[src/rtl/cpu_run_control_if.sv]
`default_nettype none
// ============================================================================
//  Module      : cpu_run_control_if
//  Description : Command / status bundle between a host controller and the
//                CPU run-control block (command handshake, divider select,
//                CPU clock-enable, stretched reset and status outputs).
//  Revision    : 1.0  initial release
// ============================================================================
interface cpu_run_control_if #(
    parameter int DIV_W = 4,
    parameter int CNT_W = 8
);
    logic             cmd_valid;
    logic             cmd_ready;
    logic [1:0]       cmd_op;
    logic [CNT_W-1:0] cmd_count;
    logic [DIV_W-1:0] div_sel;
    logic             cpu_ce;
    logic             cpu_rst;
    logic [1:0]       state;
    logic             done;
    logic [31:0]      ce_count;

    // Host side: issues commands, observes CPU control and status
    modport master (
        output cmd_valid,
        output cmd_op,
        output cmd_count,
        output div_sel,
        input  cmd_ready,
        input  cpu_ce,
        input  cpu_rst,
        input  state,
        input  done,
        input  ce_count
    );

    // Run-control side: accepts commands, drives CPU control and status
    modport slave (
        input  cmd_valid,
        input  cmd_op,
        input  cmd_count,
        input  div_sel,
        output cmd_ready,
        output cpu_ce,
        output cpu_rst,
        output state,
        output done,
        output ce_count
    );
endinterface
`default_nettype wire

[src/rtl/cpu_run_control.sv]
`default_nettype none
// ============================================================================
//  Module      : cpu_run_control
//  Description : CPU run controller. Stretches reset to the CPU, then obeys
//                halt / run / burst / soft-reset commands, generating a
//                divided clock-enable and counting the enables it issues.
//  Revision    : 1.0  initial release
// ============================================================================
module cpu_run_control #(
    parameter int DIV_W      = 4,
    parameter int CNT_W      = 8,
    parameter int RST_CYCLES = 4
) (
    input  wire logic            clk,
    input  wire logic            rst,
    cpu_run_control_if.slave     bus
);
    // Reset counter only needs to reach RST_CYCLES-1
    localparam int RST_W = (RST_CYCLES > 1) ? $clog2(RST_CYCLES) : 1;
    localparam logic [RST_W-1:0] C_RST_LAST = RST_W'(RST_CYCLES - 1);

    localparam logic [1:0] C_OP_HALT  = 2'b00;
    localparam logic [1:0] C_OP_RUN   = 2'b01;
    localparam logic [1:0] C_OP_BURST = 2'b10;
    localparam logic [1:0] C_OP_SRST  = 2'b11;

    typedef enum logic [1:0] {
        ST_RESET = 2'b00,
        ST_HALT  = 2'b01,
        ST_RUN   = 2'b10,
        ST_BURST = 2'b11
    } state_t;

    state_t           state_q,    state_d;
    logic [RST_W-1:0] rst_cnt_q,  rst_cnt_d;
    logic [DIV_W-1:0] div_cnt_q,  div_cnt_d;
    logic [DIV_W-1:0] div_q,      div_d;
    logic [CNT_W-1:0] burst_q,    burst_d;
    logic [31:0]      ce_count_q, ce_count_d;
    logic             done_q,     done_d;

    logic w_active;
    logic w_ce;
    logic w_accept;

    assign w_active = (state_q == ST_RUN) || (state_q == ST_BURST);
    assign w_ce     = w_active && (div_cnt_q == div_q);
    assign w_accept = bus.cmd_valid && (state_q != ST_RESET);

    assign bus.cmd_ready = (state_q != ST_RESET);
    assign bus.cpu_ce    = w_ce;
    assign bus.cpu_rst   = (state_q == ST_RESET);
    assign bus.state     = state_q;
    assign bus.done      = done_q;
    assign bus.ce_count  = ce_count_q;

    // State and datapath registers; hardware reset clears everything
    always_ff @(posedge clk) begin
        if (rst) begin
            state_q    <= ST_RESET;
            rst_cnt_q  <= '0;
            div_cnt_q  <= '0;
            div_q      <= '0;
            burst_q    <= '0;
            ce_count_q <= '0;
            done_q     <= 1'b0;
        end else begin
            state_q    <= state_d;
            rst_cnt_q  <= rst_cnt_d;
            div_cnt_q  <= div_cnt_d;
            div_q      <= div_d;
            burst_q    <= burst_d;
            ce_count_q <= ce_count_d;
            done_q     <= done_d;
        end
    end

    // Next-state logic; an accepted command overrides the current activity,
    // including a burst finishing on the same edge (so no done pulse then)
    always_comb begin
        state_d    = state_q;
        rst_cnt_d  = rst_cnt_q;
        div_cnt_d  = div_cnt_q;
        div_d      = div_q;
        burst_d    = burst_q;
        done_d     = 1'b0;
        ce_count_d = ce_count_q + 32'(w_ce);

        if (w_active) begin
            div_cnt_d = w_ce ? '0 : div_cnt_q + 1'b1;
        end

        case (state_q)
            ST_RESET: begin
                if (rst_cnt_q == C_RST_LAST) begin
                    state_d   = ST_HALT;
                    rst_cnt_d = '0;
                end else begin
                    rst_cnt_d = rst_cnt_q + 1'b1;
                end
            end
            ST_BURST: begin
                if (w_ce) begin
                    burst_d = burst_q - 1'b1;
                    if (burst_q == CNT_W'(1)) begin
                        state_d = ST_HALT;
                        done_d  = 1'b1;
                    end
                end
            end
            default: ;
        endcase

        if (w_accept) begin
            div_d     = bus.div_sel;
            div_cnt_d = '0;
            burst_d   = bus.cmd_count;
            done_d    = 1'b0;
            case (bus.cmd_op)
                C_OP_HALT: state_d = ST_HALT;
                C_OP_RUN:  state_d = ST_RUN;
                C_OP_BURST: begin
                    if (bus.cmd_count == '0) begin
                        state_d = ST_HALT;
                        done_d  = 1'b1;
                    end else begin
                        state_d = ST_BURST;
                    end
                end
                C_OP_SRST: begin
                    state_d   = ST_RESET;
                    rst_cnt_d = '0;
                end
                default: state_d = ST_HALT;
            endcase
        end
    end
endmodule
`default_nettype wire

[src/flat_wrapper.sv]
// flat-port wrapper written by rule: the top's interface ports become plain ports
module cpu_run_control_flat 
#(
    parameter int DIV_W      = 4,
    parameter int CNT_W      = 8,
    parameter int RST_CYCLES = 4
)
  (clk, rst, bus_cmd_valid, bus_cmd_op, bus_cmd_count, bus_div_sel, bus_cmd_ready, bus_cpu_ce, bus_cpu_rst, bus_state, bus_done, bus_ce_count);
  cpu_run_control_if #(.DIV_W(DIV_W), .CNT_W(CNT_W)) bus_i ();
  input  wire logic clk;
  input  wire logic rst;
  input wire logic [$bits(bus_i.cmd_valid)-1:0] bus_cmd_valid;
  input wire logic [$bits(bus_i.cmd_op)-1:0] bus_cmd_op;
  input wire logic [$bits(bus_i.cmd_count)-1:0] bus_cmd_count;
  input wire logic [$bits(bus_i.div_sel)-1:0] bus_div_sel;
  output wire logic [$bits(bus_i.cmd_ready)-1:0] bus_cmd_ready;
  output wire logic [$bits(bus_i.cpu_ce)-1:0] bus_cpu_ce;
  output wire logic [$bits(bus_i.cpu_rst)-1:0] bus_cpu_rst;
  output wire logic [$bits(bus_i.state)-1:0] bus_state;
  output wire logic [$bits(bus_i.done)-1:0] bus_done;
  output wire logic [$bits(bus_i.ce_count)-1:0] bus_ce_count;
  assign bus_i.cmd_valid = bus_cmd_valid;
  assign bus_i.cmd_op = bus_cmd_op;
  assign bus_i.cmd_count = bus_cmd_count;
  assign bus_i.div_sel = bus_div_sel;
  assign bus_cmd_ready = bus_i.cmd_ready;
  assign bus_cpu_ce = bus_i.cpu_ce;
  assign bus_cpu_rst = bus_i.cpu_rst;
  assign bus_state = bus_i.state;
  assign bus_done = bus_i.done;
  assign bus_ce_count = bus_i.ce_count;
  cpu_run_control #(.DIV_W(DIV_W), .CNT_W(CNT_W), .RST_CYCLES(RST_CYCLES)) u_core (.clk(clk), .rst(rst), .bus(bus_i));
endmodule
[config.mk]
export PLATFORM = sky130hd
export DESIGN_NAME = cpu_run_control_flat
export DESIGN_NICKNAME = d
export VERILOG_FILES = /design/src/rtl/cpu_run_control_if.sv /design/src/rtl/cpu_run_control.sv /design/src/flat_wrapper.sv
export SDC_FILE = /design/constraint.sdc
export NUM_CORES = 1
export LEC_CHECK = 0
export ABC_AREA = 1
export CAP_MARGIN = 20
export CORE_ASPECT_RATIO = 0.6
export CORE_MARGIN = 10
export CORE_UTILIZATION = 30
export CTS_BUF_LIST = sky130_fd_sc_hd__clkbuf_16
export DETAILED_ROUTE_END_ITERATION = 10
export HOLD_SLACK_MARGIN = 0.06
export MAX_ROUTING_LAYER = met4
export PLACE_DENSITY = 0.5
export REMOVE_ABC_BUFFERS = 1
export SLEW_MARGIN = 20
export SYNTH_ARGS = -nofsm -noshare
export SYNTH_HDL_FRONTEND = slang
export SYNTH_SLANG_ARGS = --single-unit
[constraint.sdc]
create_clock -name clk -period 2.7 [get_ports clk]
set_clock_uncertainty 0.2 [all_clocks]
set_input_delay 0.81 -clock clk [delete_from_list [all_inputs] [get_ports clk]]
set_output_delay 0.81 -clock clk [all_outputs]
set_load 0.02 [all_outputs]
==> results of run 1 <==
worst max-delay path by stage:
stage | startpoint | to | slack [ns] | cells past startpoint
floorplan | u_core.bus.state[1] | u_core.bus.ce_count[16] | 0.18 | 13
global route | u_core.div_cnt_q[0] | u_core.bus.ce_count[14] | 0.007 | 16
global placement | u_core.div_cnt_q[1] | bus_cpu_ce | 0.23 | 7
finish | u_core.bus.state[1] | bus_cpu_rst | 0.08 | 3
detailed placement | u_core.div_cnt_q[0] | bus_cpu_ce | 0.22 | 7
CTS | u_core.bus.state[1] | bus_cmd_ready | 0.03 | 4
kinds of logic (layout without fill, tap and decap cells):
logic type | count (synthesis) | count (layout) | synth area share
buf+inv | 68 | 130 | 0.08603
flops | 53 | 53 | 0.3474
compound gates | 58 | 58 | 0.09832
xor+xnor | 7 | 7 | 0.02007
simple gates | 279 | 279 | 0.4236
fa+ha+maj | 6 | 6 | 0.02458
power groups by stage:
stage | Sequential (mW) | Clock, mW | Combinational [mW]
after floorplan | 0.993 | 0 | 0.698
after global placement | 0.980 | 0 | 1.04
after detailed placement | 0.980 | 0 | 1.04
after CTS | 0.963 | 0.770 | 1.04
after global routing | 0.979 | 0.805 | 1.18
final | 0.964 | 0.746 | 1.03
final cells by class:
cell class | instances | area share
multi-input cells | 350 | 0.4398
flip-flops and latches | 53 | 0.2672
clock inverters | 3 | 0.01071
clock buffers | 5 | 0.03151
well taps | 135 | 0.04253
repair buffers | 62 | 0.1515
inverters | 60 | 0.05671
layer usage:
| metal | wire (microns) | track usage | share of wire | vias up |
|---|---|---|---|---|
| met3 | 384 | 0.02949 | 0.041 | 6 |
| met5 | 0 | - | 0 | - |
| met2 | 3395 | 0.1557 | 0.37 | 58 |
| li1 | - | - | - | 1626 |
| met4 | 55 | 0.02753 | 0.0059 | 0 |
| met1 | 5425 | 0.2033 | 0.59 | 1317 |
worst max-delay path, cell delays in order, from the launching register on:
cell	delay, ns
dfxtp_1	0.33
buf_4	0.18
nor2_4	0.16
clkdlybuf4s50_1	0.64
per-stage QoR:
step           instances  setup WS (ns)
6_report             668        0.08173
5_1_grt              668       0.006627
4_1_cts              668        0.03247
3_5_place_dp         660         0.2181
3_3_place_gp         660         0.2337
2_1_floorplan        463         0.1767
timing repair:
item / 4_1_cts / 5_1_grt
endpoints found under the setup margin: 1 / 4
gates resized for setup: 1 / 4
pin swaps: 0 / 0
registers in the layout, summed over array words and instances (netlist names):
| register | count |
|---|---|
| u_core.burst_q | 8 |
| u_core.rst_cnt_q | 2 |
| u_core.bus.ce_count | 32 |
| u_core.div_q | 4 |
| u_core.bus.state | 2 |
| u_core.div_cnt_q | 4 |
| u_core.bus.done | 1 |
layout by cell type (no fill, tap or decap), types with 4 or more instances in the layout:
cell               n
ha_1               6
dfxtp_1           53
buf_4              8
nand3_1           31
o21ai_1            4
nor2_4             5
inv_2              9
nand4_1            9
or2_0              4
inv_1             50
xnor2_1            4
nor2_1            60
nand2_1          135
nor3_1            16
a21oi_1           38
o21ai_0           13
clkdlybuf4s50_1   52
clkbuf_16          5
==> metrics, run 1 <==
Max Cap Violations=0; Multi-input gate area=roughly 0.0017 sq mm; die area=between 0.01 and 0.015 sq mm; reg-to-reg slack, setup=around 0.27 ns; Crit Reg-Reg Startpoint=u_core.div_cnt_q[0]; crit path kind=flop to primary output; CP Launch Type=flop; leakage=1.532 nW; clock share of power=0.272; Clock H-tree levels=2; RSZ-0062 raised after global routing=no; most frequent cells after synthesis=135 x nand2_1, 61 x nor2_1, 53 x dfxtp_1, 49 x inv_1, 38 x a21oi_1; switch share=0.3713; Tmin final=roughly 2.6 ns; I/O pin total=between 50 and 60; ant diodes=0; largest net degree at the start of global routing=23; PortBufs=between 50 and 60; initial antenna violation count=0; post-CTS setup buffers=0; FMAX=between 0.3 and 0.4 GHz; most common flop cell mapped by yosys=dfxtp_1; top-count cell post-synth=nand2_1; ys async rst share=0; crit path max fanout=10; Synth warnings=0; Core ar.=approximately 0.0099 sq mm; crit path DAT=between 1.5 and 2 ns; flops & latches, synth=53; Clk Tree Root Cell=clkbuf_16; clock slew at reported path FFs=0.07 ns; Residual DRC=0; # hold bufs at CTS=0; Worst-Margin Slew=roughly 0.44 ns; VDD IR-drop max=0.0002775 V; Tot Pwr=2.744 mW; wirelength, routed=9260 microns; syn avg cell area=roughly 6.5 sq um; Netlist cell types=32; Post-DRT Antenna Nets=0; Hold Vio Cnt, Final=0; register area share after synthesis=0.3474; register area=~0.0011 sq mm; worst hold path cell count=2; period utilization=0.9697; GRT Residual Overflow=0; utilization after layout=0.4020; starting DRC count in detailed routing=201; P_int=1.725 mW; Syn-to-layout area delta=30.03%; status=complete, no violations; routed length per instance=between 10 and 15 microns; first-pass GRT wire length=~15,000 microns; hold_sp=u_core.rst_cnt_q[1]; gr usage total=0.1294; Sink Count=between 50 and 60; Post-synth EDFFs=0; GP Congestion=~0.9; Mapped Cells=471; clk_lat worst skew=about 0.3 ns; DR vias/cell=between 4 and 5; Sw Pwr=approximately 1.0 mW; power share of the combinational group=0.377; slew margin rel.=0.7060; R2R depth=15; CP endpoint kind=primary output; cell area after layout=0.003971 sq mm; Setup TNS=0 ns; filler cell count=approximately 1,100; Synth Cell Area=approximately 0.003 sq mm; nets=555; Vert. Die Dim=98.16 microns; share of layout cells above drive strength 1=0.08630; Starting Density=0.3091; Max Root-Sink Buffers=2; via count=3,007; HPWL after detailed placement=about 7200 microns; Hold Path Class=flop to flop; Final setup viols=0; CTS Buf Count=5; final count of pins violating max slew=0; Std-Cell Rows=28; Crit Reg-Reg Endpoint=u_core.bus.ce_count[30]; placement-stage cell area=0.003786 sq mm; TritonCTS clock tree=yes; Yosys top cell by area=dfxtp_1; Die Wd=150.3 microns; power per cell area=691.0 mW/mm^2; hold_ws=0.2646 ns; Worst Path Required=about 1.7 ns; Hold Path End=u_core.rst_cnt_q[1]; Flop pwr share=0.351; Synth top area share=0.3474; vias in the first global route=2,749; top post-synthesis cells by area=dfxtp_1 35%, nand2_1 17%, nor2_1 7.5%; drt pass-1 iters=5
Note: power is estimated with default switching activity, not from simulation.
==> run 2: changes to the inputs <==
--- a/config.mk
+++ b/config.mk
@@ -14,7 +14,7 @@
 export DETAILED_ROUTE_END_ITERATION = 10
 export HOLD_SLACK_MARGIN = 0.06
 export MAX_ROUTING_LAYER = met4
-export PLACE_DENSITY = 0.5
+export PLACE_DENSITY = 0.51
 export REMOVE_ABC_BUFFERS = 1
 export SLEW_MARGIN = 20
 export SYNTH_ARGS = -nofsm -noshare
==> run 2 against run 1 <==
Compared with the run above: worst setup slack got worse by 0.0081 ns; global-route usage about the same; critical endpoint unchanged; clock power up 1%; largest cell class unchanged.
==> metrics, run 2 (same netlist as run 1, synthesis figures left out) <==
status=complete, no violations; Final setup viols=0 (unchanged); # hold bufs at CTS=0 (unchanged); leakage=1.505 nW (-1.7%); crit path kind=flop to primary output; CP endpoint kind=primary output; initial antenna violation count=0 (unchanged); commonest cells after routing, fill and taps aside=135 x nand2_1, 60 x nor2_1, 52 x clkdlybuf4s50_1; Starting Density=0.3091 (unchanged); routed length per instance=13.90 microns (+0.24%); gr usage total=0.1297 (+0.0002558); Die Wd=150.3 microns (unchanged); CTS Buf Count=5 (unchanged); commonest non-fill, non-tap cell in the layout=nand2_1; Std-Cell Rows=28 (unchanged); TritonCTS clock tree=yes; Clock H-tree levels=2 (unchanged); nets=555 (unchanged); filler cell count=1,028 (-3.0%); starting DRC count in detailed routing=229 (+14%); I/O pin total=55 (unchanged); die area=0.01475 sq mm (unchanged); register area=0.001064 sq mm (+0.24%); Multi-input gate area=0.001735 sq mm (-0.65%); Max Root-Sink Buffers=2 (unchanged); first-pass GRT wire length=14,980 microns (-0.19%); drt pass-1 iters=5 (unchanged); Hold Vio Cnt, Final=0 (unchanged); Max Cap Violations=0 (unchanged); hold_ws=0.2686 ns (+0.003926 ns); Setup TNS=0 ns (unchanged); Worst-Margin Slew=0.3915 ns (-0.04618 ns); ant diodes=0 (unchanged); Final WS setup=0.07367 ns (-0.008060 ns); Worst Path Required=1.69 ns (about the same); vias in the first global route=2,820 (+2.6%); DR vias/cell=4.573 (+1.6%); RSZ-0062 raised after global routing=no; PortBufs=54 (unchanged); clk_lat worst skew=0.30 ns (about the same); GP Congestion=0.8915 (-0.31%); VDD IR-drop max=0.0002660 V (-4.1%); Residual DRC=0 (unchanged); Tmin final=2.626 ns (+0.008060 ns); largest net degree at the start of global routing=23 (unchanged); CP Launch Type=flop; slew margin rel.=0.7380 (+0.03207); GRT Residual Overflow=0 (unchanged); share of layout cells above drive strength 1=0.09193 (+0.005629); period utilization=0.9727 (+0.002985); FMAX=0.3808 GHz (-0.31%); Core ar.=0.009879 sq mm (unchanged); max reg flops=32 (unchanged); clock slew at reported path FFs=0.07 ns (about the same); Vert. Die Dim=98.16 microns (unchanged); Sink Count=53 (unchanged); Syn-to-layout area delta=29.70%; worst slack, placed=0.1837 ns (-0.03436 ns); Post-DRT Antenna Nets=0 (unchanged); power per cell area=694.3 mW/mm^2 (+0.48%); final count of pins violating max slew=0 (unchanged); wirelength, routed=9282 microns (+0.24%); HPWL after detailed placement=7258 microns (+0.57%); Hold Path Class=flop to flop; Clk Tree Root Cell=clkbuf_16; crit path max fanout=10 (unchanged); via count=3,055 (+1.6%); crit path DAT=1.62 ns (about the same)
==> run 2: repair_timing <==
action	CTS	global route
endpoints found under the setup margin	1	6
gates resized for setup	1	5
hold endpoints to repair	0	0
setup buffers	0	0
==> run 2: area by class of cell <==
class / instances / share of cell area
multi-input combinational: 350 / 0.4381
tap: 135 / 0.04264
timing repair buffer: 62 / 0.1519
clock buffer: 5 / 0.03159
clock inverter: 3 / 0.01042
sequential: 53 / 0.2685
inverter: 60 / 0.05685
==> run 2: metrics by stage <==
| step | cell area [sq um] | instances | util | total power [mW] |
|---|---|---|---|---|
| after floorplan | 3017 | 463 | - | 1.691 |
| after global placement | 3786 | 660 | 0.3832 | 2.022 |
| after detailed placement | 3786 | 660 | 0.3832 | 2.016 |
| after CTS | 3951 | 668 | 0.3999 | 2.774 |
| after global routing | 3961 | 668 | 0.4010 | 2.961 |
| final | 3961 | 668 | 0.4010 | 2.750 |
==> run 2: metal layers <==
metal / vias to the layer above / part of all wire / global-route usage / wire [microns]
li1: 1624 / - / - / -
met1: 1359 / 0.58 / 0.2029 / 5338
met2: 67 / 0.37 / 0.1591 / 3421
met3: 5 / 0.048 / 0.02581 / 445
met4: 0 / 0.0082 / 0.02902 / 76
met5: - / 0 / - / 0
==> run 2: path summary, 6_finish.rpt <==
check             slack, ns           startpoint  cells past startpoint                      end
hold reg to reg        0.27  u_core.rst_cnt_q[1]                      2      u_core.rst_cnt_q[1]
setup reg to reg       0.27  u_core.div_cnt_q[0]                     16  u_core.bus.ce_count[18]
setup / recovery       0.07  u_core.bus.state[1]                      3              bus_cpu_rst
hold / removal         0.27  u_core.rst_cnt_q[1]                      2      u_core.rst_cnt_q[1]
==> run 2: worst max-delay path: stages (launching register included) <==
cell and delay (ns):
dfxtp_1 0.32, buf_4 0.18, nor2_4 0.17, clkdlybuf4s50_1 0.64
==> run 2: report_power, final <==
group,switching (mW),leakage [nW],internal (mW)
sequential,0.0865,0.430,0.878
combinational,0.620,0.997,0.410
clock,0.319,0.0775,0.436
==> run 3: changes to the inputs <==
--- a/config.mk
+++ b/config.mk
@@ -7,14 +7,17 @@
 export LEC_CHECK = 0
 export ABC_AREA = 1
 export CAP_MARGIN = 20
+export CELL_PAD_IN_SITES_DETAIL_PLACEMENT = 0
+export CELL_PAD_IN_SITES_GLOBAL_PLACEMENT = 1
 export CORE_ASPECT_RATIO = 0.6
 export CORE_MARGIN = 10
 export CORE_UTILIZATION = 30
 export CTS_BUF_LIST = sky130_fd_sc_hd__clkbuf_16
 export DETAILED_ROUTE_END_ITERATION = 10
+export GPL_TIMING_DRIVEN = 1
 export HOLD_SLACK_MARGIN = 0.06
 export MAX_ROUTING_LAYER = met4
-export PLACE_DENSITY = 0.51
+export PLACE_DENSITY = 0.67
 export REMOVE_ABC_BUFFERS = 1
 export SLEW_MARGIN = 20
 export SYNTH_ARGS = -nofsm -noshare
==> run 3 against run 2 <==
Compared with the run above: highest routed layer unchanged; combinational power about the same; first-iteration DRC count shrank 2.6%; non-clock buffer count is 4 higher; die area unchanged.
==> metrics, run 3 (same netlist as run 1, synthesis figures left out) <==
CP bufs+invs=3 (+1); clock slew at reported path FFs=0.07 ns (about the same); Residual DRC=0 (unchanged); Clock H-tree levels=2 (unchanged); Syn-to-layout area delta=30.44%; Starting Density=0.3091 (unchanged); HPWL after detailed placement=7761 microns (+6.9%); hold_ws=0.2650 ns (-0.003502 ns); CP endpoint kind=primary output; clk_lat worst skew=0.30 ns (about the same); crit path kind=flop to primary output; Hold Path End=u_core.rst_cnt_q[1]; final count of pins violating max slew=0 (unchanged); Core ar.=0.009879 sq mm (unchanged); R2R depth=16 (unchanged); placement-stage cell area=0.003794 sq mm (+0.20%); CTS Buf Count=5 (unchanged); routed length per instance=14.59 microns (+5.0%); largest net degree at the start of global routing=23 (unchanged); starting DRC count in detailed routing=223 (-2.6%); Worst Path Required=1.69 ns (about the same); Finished Layout Cells=672 (+0.60%); I/O pin total=55 (unchanged); commonest non-fill, non-tap cell in the layout=nand2_1; Setup TNS=0 ns (unchanged); wirelength, routed=9803 microns (+5.6%); first-pass GRT wire length=16,240 microns (+8.4%); Post-DRT Antenna Nets=0 (unchanged); gr usage total=0.1399 (+0.01025); drt pass-1 iters=4 (-1); crit path max fanout=10 (unchanged); nets=559 (+0.72%); initial antenna violation count=0 (unchanged); Max Root-Sink Buffers=2 (unchanged); share of layout cells above drive strength 1=0.09870 (+0.006764); Clk Tree Root Cell=clkbuf_16; CP Launch Type=flop; FMAX=0.3814 GHz (+0.16%); PortBufs=54 (unchanged); Crit Reg-Reg Endpoint=u_core.bus.ce_count[18]; Tmin final=2.622 ns (-0.004266 ns); Final WS setup=0.07794 ns (+0.004266 ns); max reg flops=32 (unchanged); Final setup viols=0 (unchanged); Placed Cells=661 (+0.15%); leakage=1.523 nW (+1.2%); Worst-Margin Slew=0.4421 ns (+0.05060 ns); Tot Pwr=2.660 mW (-3.3%); Hold Path Class=flop to flop; Hold Vio Cnt, Final=0 (unchanged); TritonCTS clock tree=yes; via count=3,147 (+3.0%); Crit Reg-Reg Startpoint=u_core.div_q[1]; crit path DAT=1.61 ns (about the same); GRT Residual Overflow=0 (unchanged); CP max-delay cell=clkdlybuf4s50_1; die area=0.01475 sq mm (unchanged); power per cell area=667.8 mW/mm^2 (-3.8%); RSZ-0062 raised after global routing=no; GP Congestion=0.8545 (-4.2%); ant diodes=0 (unchanged); cell family with most CP delay=buffers and inverters; utilization after layout=0.4032 (+0.002279); worst slack, placed=0.1626 ns (-0.02109 ns); commonest cells after routing, fill and taps aside=135 x nand2_1, 60 x nor2_1, 53 x clkdlybuf4s50_1; # hold bufs at CTS=0 (unchanged); filler cell count=1,077 (+4.8%); DR vias/cell=4.683 (+2.4%); Vert. Die Dim=98.16 microns (unchanged); slowest stage delay, CP=0.61 ns (-0.03 ns); status=complete, no violations; period utilization=0.9711 (-0.001580); slew margin rel.=0.7030 (-0.03504); worst hold path cell count=2 (unchanged); VDD IR-drop max=0.0003207 V (+21%); CP cell instances=buf_4 -> nor2_4 -> inv_2 -> clkdlybuf4s50_1; vias in the first global route=3,043 (+7.9%); Max Cap Violations=0 (unchanged); Sink Count=53 (unchanged); hold_sp=u_core.rst_cnt_q[1]; cell area after layout=0.003984 sq mm (+0.57%); Std-Cell Rows=28 (unchanged); Die Wd=150.3 microns (unchanged); reg-to-reg slack, setup=0.27 ns (about the same)
[run 3: how the worst max path moves through the flow]
stage                        start                      end  slack (ns)  cells after the start
6_report       u_core.bus.state[1]            bus_cmd_ready        0.08                      4
5_1_grt            u_core.div_q[1]  u_core.bus.ce_count[18]       0.004                     16
4_1_cts        u_core.bus.state[1]            bus_cmd_ready        0.07                      4
3_5_place_dp   u_core.div_cnt_q[0]               bus_cpu_ce        0.16                      7
3_3_place_gp       u_core.div_q[1]               bus_cpu_ce        0.19                      7
2_1_floorplan  u_core.bus.state[1]  u_core.bus.ce_count[16]        0.18                     13
[run 3: layout make-up]
cell class	count	area [sq um]	share of cell area
multi-input cells	350	1757	0.4410
well taps	135	168.9	0.04240
clock buffers	5	125.1	0.03141
flip-flops and latches	53	1062	0.2666
inverters	60	227.7	0.05716
repair buffers	66	629.4	0.1580
clock inverters	3	13.76	0.003455
[run 3: power by group]
group	internal (mW)	total (mW)	leakage (nW)	switching, mW
clock network	0.339	0.653	0.0748	0.314
logic	0.416	1.05	1.02	0.630
registers	0.878	0.962	0.430	0.0835
total	1.63	2.66	1.52	1.03
[run 3: worst register-to-register path, stage by stage, from the launching register on]
cell and delay (ns):
dfxtp_1 0.36, inv_1 0.08, nand2_1 0.08, nand2_1 0.05, nor2_1 0.13, nand3_2 0.13
inv_4 0.10, ha_2 0.19, ha_2 0.19, nand2_1 0.07, inv_2 0.09, nand3_4 0.13
nor2_4 0.14, nand3_1 0.11, nor2_2 0.17, a21oi_1 0.08, nor2_1 0.08
[run 3: what timing repair did]
action / 4_1_cts / 5_1_grt
cloned: 0 / 0
setup endpoints to repair: 1 / 8
resized for setup: 1 / 8
buffers inserted: 0 / 3
pin swaps: 0 / 4
[run 3: per-layer routing]
metal / wire length [microns] / track usage / vias to the layer above
met3: 617 / 0.03088 / 9
li1: - / - / 1634
met2: 3626 / 0.1753 / 83
met5: 0 / - / -
met1: 5464 / 0.2127 / 1421
met4: 94 / 0.03646 / 0
